[src/rtl/aes_pkg.sv]
// ---------------------------------------------------------------------------
// aes_pkg
// Shared types and helpers for the iterative AES-128 core.
//   aes_ctrl_state_t : round controller states
//   AES_NR           : AES-128 round count
//   RCON_INIT        : first round constant
//   xtime()          : multiply by x in GF(2^8); used by rcon and MixColumns
// ---------------------------------------------------------------------------
package aes_pkg;

    typedef enum logic [2:0] {
        IDLE  = 3'd0,
        INIT  = 3'd1,
        ROUND = 3'd2,
        FINAL = 3'd3,
        DONE  = 3'd4
    } aes_ctrl_state_t;

    localparam int         AES_NR    = 10;
    localparam logic [7:0] RCON_INIT = 8'h01;

    // Multiply by {02} modulo x^8+x^4+x^3+x+1.
    function automatic logic [7:0] xtime(input logic [7:0] b);
        return {b[6:0], 1'b0} ^ (b[7] ? 8'h1B : 8'h00);
    endfunction

endpackage

[src/rtl/aes_round_ctrl_if.sv]
// ---------------------------------------------------------------------------
// aes_round_ctrl_if
// Handshake and control-strobe bundle between the AES round controller and
// its host (start/done) plus datapath (selects and enables).
//   master : host / datapath side - drives start, observes everything else
//   slave  : controller side      - receives start, drives status and strobes
// ---------------------------------------------------------------------------
interface aes_round_ctrl_if #(
    parameter int RW = 4
);
    logic          start;
    logic          busy;
    logic          done;
    logic [RW-1:0] round;
    logic [7:0]    rcon;
    logic          init_sel;
    logic          state_en;
    logic          key_en;
    logic          mix_en;

    modport master (
        output start,
        input  busy, done, round, rcon, init_sel, state_en, key_en, mix_en
    );

    modport slave (
        input  start,
        output busy, done, round, rcon, init_sel, state_en, key_en, mix_en
    );
endinterface

[src/rtl/aes_rcon_gen.sv]
// ---------------------------------------------------------------------------
// aes_rcon_gen
// Round-constant register for AES key expansion.
//   clk     : system clock
//   reset   : synchronous, active-high
//   clear   : load RCON_INIT (asserted during the initial key addition)
//   advance : step to xtime(rcon) (asserted on every keyed round)
//   rcon    : current raw constant (ungated; caller masks outside rounds)
// ---------------------------------------------------------------------------
module aes_rcon_gen
    import aes_pkg::*;
(
    input  logic       clk,
    input  logic       reset,
    input  logic       clear,
    input  logic       advance,
    output logic [7:0] rcon
);

    logic [7:0] rcon_q;

    // clear has priority so a restart always begins at 01 regardless of
    // where the previous sequence stopped.
    always_ff @(posedge clk) begin
        if (reset)        rcon_q <= 8'h00;
        else if (clear)   rcon_q <= RCON_INIT;
        else if (advance) rcon_q <= xtime(rcon_q);
    end

    assign rcon = rcon_q;

endmodule

[src/rtl/aes_round_ctrl.sv]
// ---------------------------------------------------------------------------
// aes_round_ctrl
// Sequencing controller for the iterative AES-128 encryption datapath.
// Walks INIT -> ROUND x (NR-1) -> FINAL -> DONE and emits Moore-decoded
// control strobes; no 128-bit state lives here.
//   clk, reset     : clock, synchronous active-high reset
//   ctl.start      : begin an encryption (ignored while busy)
//   ctl.busy       : high in INIT, ROUND and FINAL
//   ctl.done       : ciphertext valid, held until next accepted start/reset
//   ctl.round      : 0 in INIT, 1..NR in ROUND/FINAL, 0 otherwise
//   ctl.rcon       : key-expansion constant, 00 outside ROUND/FINAL
//   ctl.init_sel   : 1 = plaintext/cipher key into state/key registers
//   ctl.state_en   : state register load enable
//   ctl.key_en     : round-key register load enable
//   ctl.mix_en     : 1 = MixColumns included, 0 = bypass (final round)
// NR must be in 2..10 and representable in RW bits.
// ---------------------------------------------------------------------------
module aes_round_ctrl
    import aes_pkg::*;
#(
    parameter int NR = AES_NR,
    parameter int RW = 4
) (
    input  logic             clk,
    input  logic             reset,
    aes_round_ctrl_if.slave  ctl
);

    aes_ctrl_state_t state_q, state_d;
    logic [RW-1:0]   round_q;
    logic [7:0]      rcon_raw;
    logic            in_rnd;

    logic            busy_o, done_o, init_sel_o, state_en_o, key_en_o, mix_en_o;

    // ------------------------------------------------------------------
    // State register
    // ------------------------------------------------------------------
    always_ff @(posedge clk) begin
        if (reset) state_q <= IDLE;
        else       state_q <= state_d;
    end

    // ------------------------------------------------------------------
    // Next-state logic
    // ------------------------------------------------------------------
    always_comb begin
        state_d = state_q;
        case (state_q)
            IDLE:    if (ctl.start) state_d = INIT;
            INIT:    state_d = ROUND;
            ROUND:   if (round_q == RW'(NR - 1)) state_d = FINAL;
            FINAL:   state_d = DONE;
            DONE:    if (ctl.start) state_d = INIT;
            default: state_d = IDLE;
        endcase
    end

    // ------------------------------------------------------------------
    // Round counter: primed to 1 while in INIT so it reads 1 in the first
    // ROUND cycle, and cleared in every non-round state so it can never
    // carry a stale value past FINAL.
    // ------------------------------------------------------------------
    always_ff @(posedge clk) begin
        if (reset) begin
            round_q <= '0;
        end else begin
            case (state_q)
                INIT:    round_q <= RW'(1);
                ROUND:   round_q <= round_q + RW'(1);
                default: round_q <= '0;
            endcase
        end
    end

    assign in_rnd = (state_q == ROUND) || (state_q == FINAL);

    // Register is loaded with 01 during INIT and steps once per keyed round,
    // so round r sees the r-th constant.
    aes_rcon_gen u_rcon (
        .clk     (clk),
        .reset   (reset),
        .clear   (state_q == INIT),
        .advance (in_rnd),
        .rcon    (rcon_raw)
    );

    // ------------------------------------------------------------------
    // Output decode (state only; start never reaches an output directly)
    // ------------------------------------------------------------------
    always_comb begin
        busy_o     = 1'b0;
        done_o     = 1'b0;
        init_sel_o = 1'b0;
        state_en_o = 1'b0;
        key_en_o   = 1'b0;
        mix_en_o   = 1'b0;
        case (state_q)
            INIT: begin
                busy_o     = 1'b1;
                init_sel_o = 1'b1;
                state_en_o = 1'b1;
                key_en_o   = 1'b1;
            end
            ROUND: begin
                busy_o     = 1'b1;
                state_en_o = 1'b1;
                key_en_o   = 1'b1;
                mix_en_o   = 1'b1;
            end
            FINAL: begin
                busy_o     = 1'b1;
                state_en_o = 1'b1;
                key_en_o   = 1'b1;
            end
            DONE:    done_o = 1'b1;
            default: ;
        endcase
    end

    assign ctl.busy     = busy_o;
    assign ctl.done     = done_o;
    assign ctl.round    = round_q;
    assign ctl.rcon     = in_rnd ? rcon_raw : 8'h00;
    assign ctl.init_sel = init_sel_o;
    assign ctl.state_en = state_en_o;
    assign ctl.key_en   = key_en_o;
    assign ctl.mix_en   = mix_en_o;

endmodule

[src/flat_wrapper.sv]
// flat-port wrapper written by rule: the top's interface ports become plain ports
module aes_round_ctrl_flat import aes_pkg::*;
#(
    parameter int NR = AES_NR,
    parameter int RW = 4
)
  (clk, reset, ctl_start, ctl_busy, ctl_done, ctl_round, ctl_rcon, ctl_init_sel, ctl_state_en, ctl_key_en, ctl_mix_en);
  aes_round_ctrl_if #(.RW(RW)) ctl_i ();
  input  logic clk;
  input  logic reset;
  input wire logic [$bits(ctl_i.start)-1:0] ctl_start;
  output wire logic [$bits(ctl_i.busy)-1:0] ctl_busy;
  output wire logic [$bits(ctl_i.done)-1:0] ctl_done;
  output wire logic [$bits(ctl_i.round)-1:0] ctl_round;
  output wire logic [$bits(ctl_i.rcon)-1:0] ctl_rcon;
  output wire logic [$bits(ctl_i.init_sel)-1:0] ctl_init_sel;
  output wire logic [$bits(ctl_i.state_en)-1:0] ctl_state_en;
  output wire logic [$bits(ctl_i.key_en)-1:0] ctl_key_en;
  output wire logic [$bits(ctl_i.mix_en)-1:0] ctl_mix_en;
  assign ctl_i.start = ctl_start;
  assign ctl_busy = ctl_i.busy;
  assign ctl_done = ctl_i.done;
  assign ctl_round = ctl_i.round;
  assign ctl_rcon = ctl_i.rcon;
  assign ctl_init_sel = ctl_i.init_sel;
  assign ctl_state_en = ctl_i.state_en;
  assign ctl_key_en = ctl_i.key_en;
  assign ctl_mix_en = ctl_i.mix_en;
  aes_round_ctrl #(.NR(NR), .RW(RW)) u_core (.clk(clk), .reset(reset), .ctl(ctl_i));
endmodule
[config.mk]
export PLATFORM = sky130hd
export DESIGN_NAME = aes_round_ctrl_flat
export DESIGN_NICKNAME = d
export VERILOG_FILES = /design/src/rtl/aes_pkg.sv /design/src/rtl/aes_round_ctrl_if.sv /design/src/rtl/aes_rcon_gen.sv /design/src/rtl/aes_round_ctrl.sv /design/src/flat_wrapper.sv
export SDC_FILE = /design/constraint.sdc
export NUM_CORES = 1
export LEC_CHECK = 0
export BUFFER_PORTS_ARGS = -buffer_cell sky130_fd_sc_hd__buf_2
export CORE_MARGIN = 1
export CORE_UTILIZATION = 51
export CTS_CLUSTER_SIZE = 16
export DETAILED_ROUTE_END_ITERATION = 8
export PLACE_DENSITY_LB_ADDON = 0.08
export SLEW_MARGIN = 5
export SYNTH_ARGS = -nofsm -noshare
export SYNTH_HDL_FRONTEND = slang
export SYNTH_SLANG_ARGS = --single-unit
export TNS_END_PERCENT = 100
[constraint.sdc]
create_clock -name clk -period 2.75 [get_ports clk]
set_clock_uncertainty 0.1 [all_clocks]
set_input_delay 0 -clock clk [delete_from_list [all_inputs] [get_ports clk]]
set_output_delay 0 -clock clk [all_outputs]
set_load 0.02 [all_outputs]
==> impl_metrics.ini <==
[synth]
syn_avg_cell_area_um2 = 8.62
synth_top_family_by_area = simple AND/OR/NAND/NOR gates
synth-simple-area-share_pct = 24.0
synthCells = 80
synth.ff_latch_count = 15
netlist_area_um2 = 689
synth-seq-area-share_pct = 43.6
synthAdderAreaFrac_pct = 3.63
yosysWarnings = 0
muxShareOfSynthArea_pct = 0
synthesis.nets = 85
synth.distinct_cells = 25
synth-xor-area-share_pct = 6.35
synth_compound_area_share_pct = 13.8

[die]
die_h_um = 38.8
die_w_um = 38.8
ios = 21
coreArea_um2 = 1190
num_rows = 12
initial_core_util_pct = 58.1
dieArea_um2 = 1500

[sta]
finalSetupTns_ns = 0
period_share_pct = 85.5
worst_slew_pin_slew_ns = 0.888
whs_ns = 0.363
fmax_mhz = 425
setup_violations = 0
rsz0062_at_grt = no
hold_violations = 0
final.min_clock_period_ns = 2.35
relSlewSlack_pct = 40.7
maxSlewViolCount = 0
worst_slack_ns = 0.399

[finish]
fin_nets = 108
fin_util_pct = 69.7
layout-drive-gt1-share_pct = 25.5
n_antenna_cell = 0
final_common_cell = buf_2
area_delta_synth_final_pct = 20.0
final_cell_mix = buf_2 (20), dfxtp_1 (15), nor2_1 (11)

[drt]
vias = 586
drc = 0
wire_per_inst_um = 11.5
dr.first_iter.drc_count = 8
drtAntennaViolNets = 0
first_pass_iters = 4
finalWirelength_um = 1330
viasPerCell = 5.05

[power]
powerDensity_nw_per_um2 = 516
ir_drop_v = 0.000304
p_leak_nw = 0.397

[cts]
cts_buffers = 3
clk_latency_ns = 0.29
cts.sinks = 15
cts-root-buf = clkbuf_4
h-tree-depth = 1
post-cts-setup-buffer-count = 0
clockBufferDepth = 2
post_cts_resized = 0
cts_tree = built
cts.clk_slew.worst_paths_ns = 0.09

[global_route]
overflow = 0
grt_use_total_pct = 20.8
grt_pass1_wl_um = 1950
grt_pass1_vias = 466
antenna_found_initial = 0
grt_start_max_net_pins = 17

[worst_setup_path]
endpoint_kind = flop
critPathMaxStageDelay_ns = 0.74
crit_slowest_cell = nor2b_1
critPathLaunchType = flop
path_cells = nor2b_1 > nand4b_1 > a211oi_2 > dlygate4sd3_1
cp.arrival_ns = 2.49
path_delay_family = simple AND/OR/NAND/NOR gates
path_class = flop to flop
cp_num_buf_inv = 1
cp_max_fo = 16
required_ns = 2.89

[place]
place.gp.congestion = 0.702
numPortBuffers = 20
place.detailed.hpwl_um = 925
dp_slack_ns = 0.979

[job]
cap_viol_max_count = 0

[outcome]
status = finished, final reports clean

[min_path]
hp-class = flop to flop
-- metal layers --
layer | share of wire (%) | vias to the layer above | global-route usage [%]
met1 | 50 | 265 | 26.1
met5 | 0 | - | 0
met2 | 42 | 16 | 27.5
met3 | 4.4 | 5 | 6.94
li1 | - | 300 | -
met4 | 3.4 | 0 | 18.1
-- worst paths after layout --
check | startpoint | end | slack [ns] | cells past startpoint
setup / recovery | u_core.state_q[1]$_SDFFE_PP0P_ | u_core.state_q[0]$_SDFFE_PP0P_ | 0.40 | 4
hold / removal | u_core.u_rcon.rcon[6]$_SDFFE_PP0N_ | u_core.u_rcon.rcon[6]$_SDFFE_PP0N_ | 0.36 | 2
setup reg to reg | u_core.state_q[1]$_SDFFE_PP0P_ | u_core.state_q[0]$_SDFFE_PP0P_ | 0.40 | 4
hold reg to reg | u_core.u_rcon.rcon[6]$_SDFFE_PP0N_ | u_core.u_rcon.rcon[6]$_SDFFE_PP0N_ | 0.36 | 2
-- state kept, by name, indices dropped and copies added, names as in the netlist --
signal / count
u_core.state_q: 3
u_core.u_rcon.rcon: 8
u_core.ctl.round: 4
-- area by class of cell --
| class | instances | area, µm² |
|---|---|---|
| flip-flops and latches | 15 | 300 |
| well taps | 14 | 17.5 |
| repair buffers | 23 | 130 |
| clock inverters | 1 | 5.00 |
| multi-input cells | 54 | 329 |
| inverters | 6 | 22.5 |
| clock buffers | 3 | 22.5 |
| fillers | 101 | 359 |
-- Yosys cell counts (all sizes together) --
| library cell | count | share of area, % |
|---|---|---|
| o21bai | 1 | 1.1 |
| o21ba | 1 | 1.5 |
| nor3b | 1 | 1.1 |
| a22oi | 1 | 1.1 |
| nor2 | 11 | 6.0 |
| inv | 6 | 3.3 |
| nand4b | 1 | 1.3 |
| a21oi | 4 | 2.9 |
| or3 | 1 | 0.91 |
| nor3 | 2 | 1.5 |
| xor2 | 1 | 1.3 |
| clkbuf | 1 | 0.54 |
| and2 | 4 | 3.6 |
| xnor2 | 4 | 5.1 |
| ha | 2 | 3.6 |
| nand2 | 8 | 4.4 |
| a211oi | 5 | 6.2 |
| dfxtp | 15 | 44 |
| buf | 4 | 4.9 |
| o21a | 1 | 1.1 |
| nand2b | 4 | 3.6 |
| nand3 | 1 | 0.73 |
| nor2b | 1 | 0.91 |
-- per-stage QoR --
stage | area (µm²) | total power [mW] | std cells
2_1_floorplan | 689 | 0.289 | 80
3_3_place_gp | 769 | 0.298 | 109
3_5_place_dp | 769 | 0.300 | 109
4_1_cts | 827 | 0.434 | 116
5_1_grt | 827 | 0.449 | 116
6_report | 827 | 0.426 | 116
-- tightest hold or removal path, delay by kind of cell (launching register included) --
| family | cells | cell delay (ns) |
|---|---|---|
| AO/OA/AOI/OAI | 1 | 0.05 |
| flip-flops | 1 | 0.32 |
| AND/OR/NAND/NOR | 1 | 0.05 |
-- timing repair --
action / 4_1_cts / 5_1_grt
endpoints found under the setup margin: 0 / 0
hold endpoints to repair: 5 / 0
hold buffers: 3 / 0
-- kinds of logic (layout without fill, tap and decap cells) --
logic type,count (synthesis),in the layout
DFF,15,15
AOI/OAI and AO/OA,13,13
adders and majority gates,2,2
buffers and inverters,11,33
and+or+nand+nor,34,34
xor gates and xnor gates,5,5
-- report_power, final --
part	switching (mW)	total, mW	leakage [nW]	internal (mW)
Sequential	0.00884	0.235	0.122	0.226
Clock	0.0738	0.128	0.0177	0.0542
Combinational	0.0385	0.0638	0.257	0.0253
No activity file was read; power rests on OpenSTA's default activity.
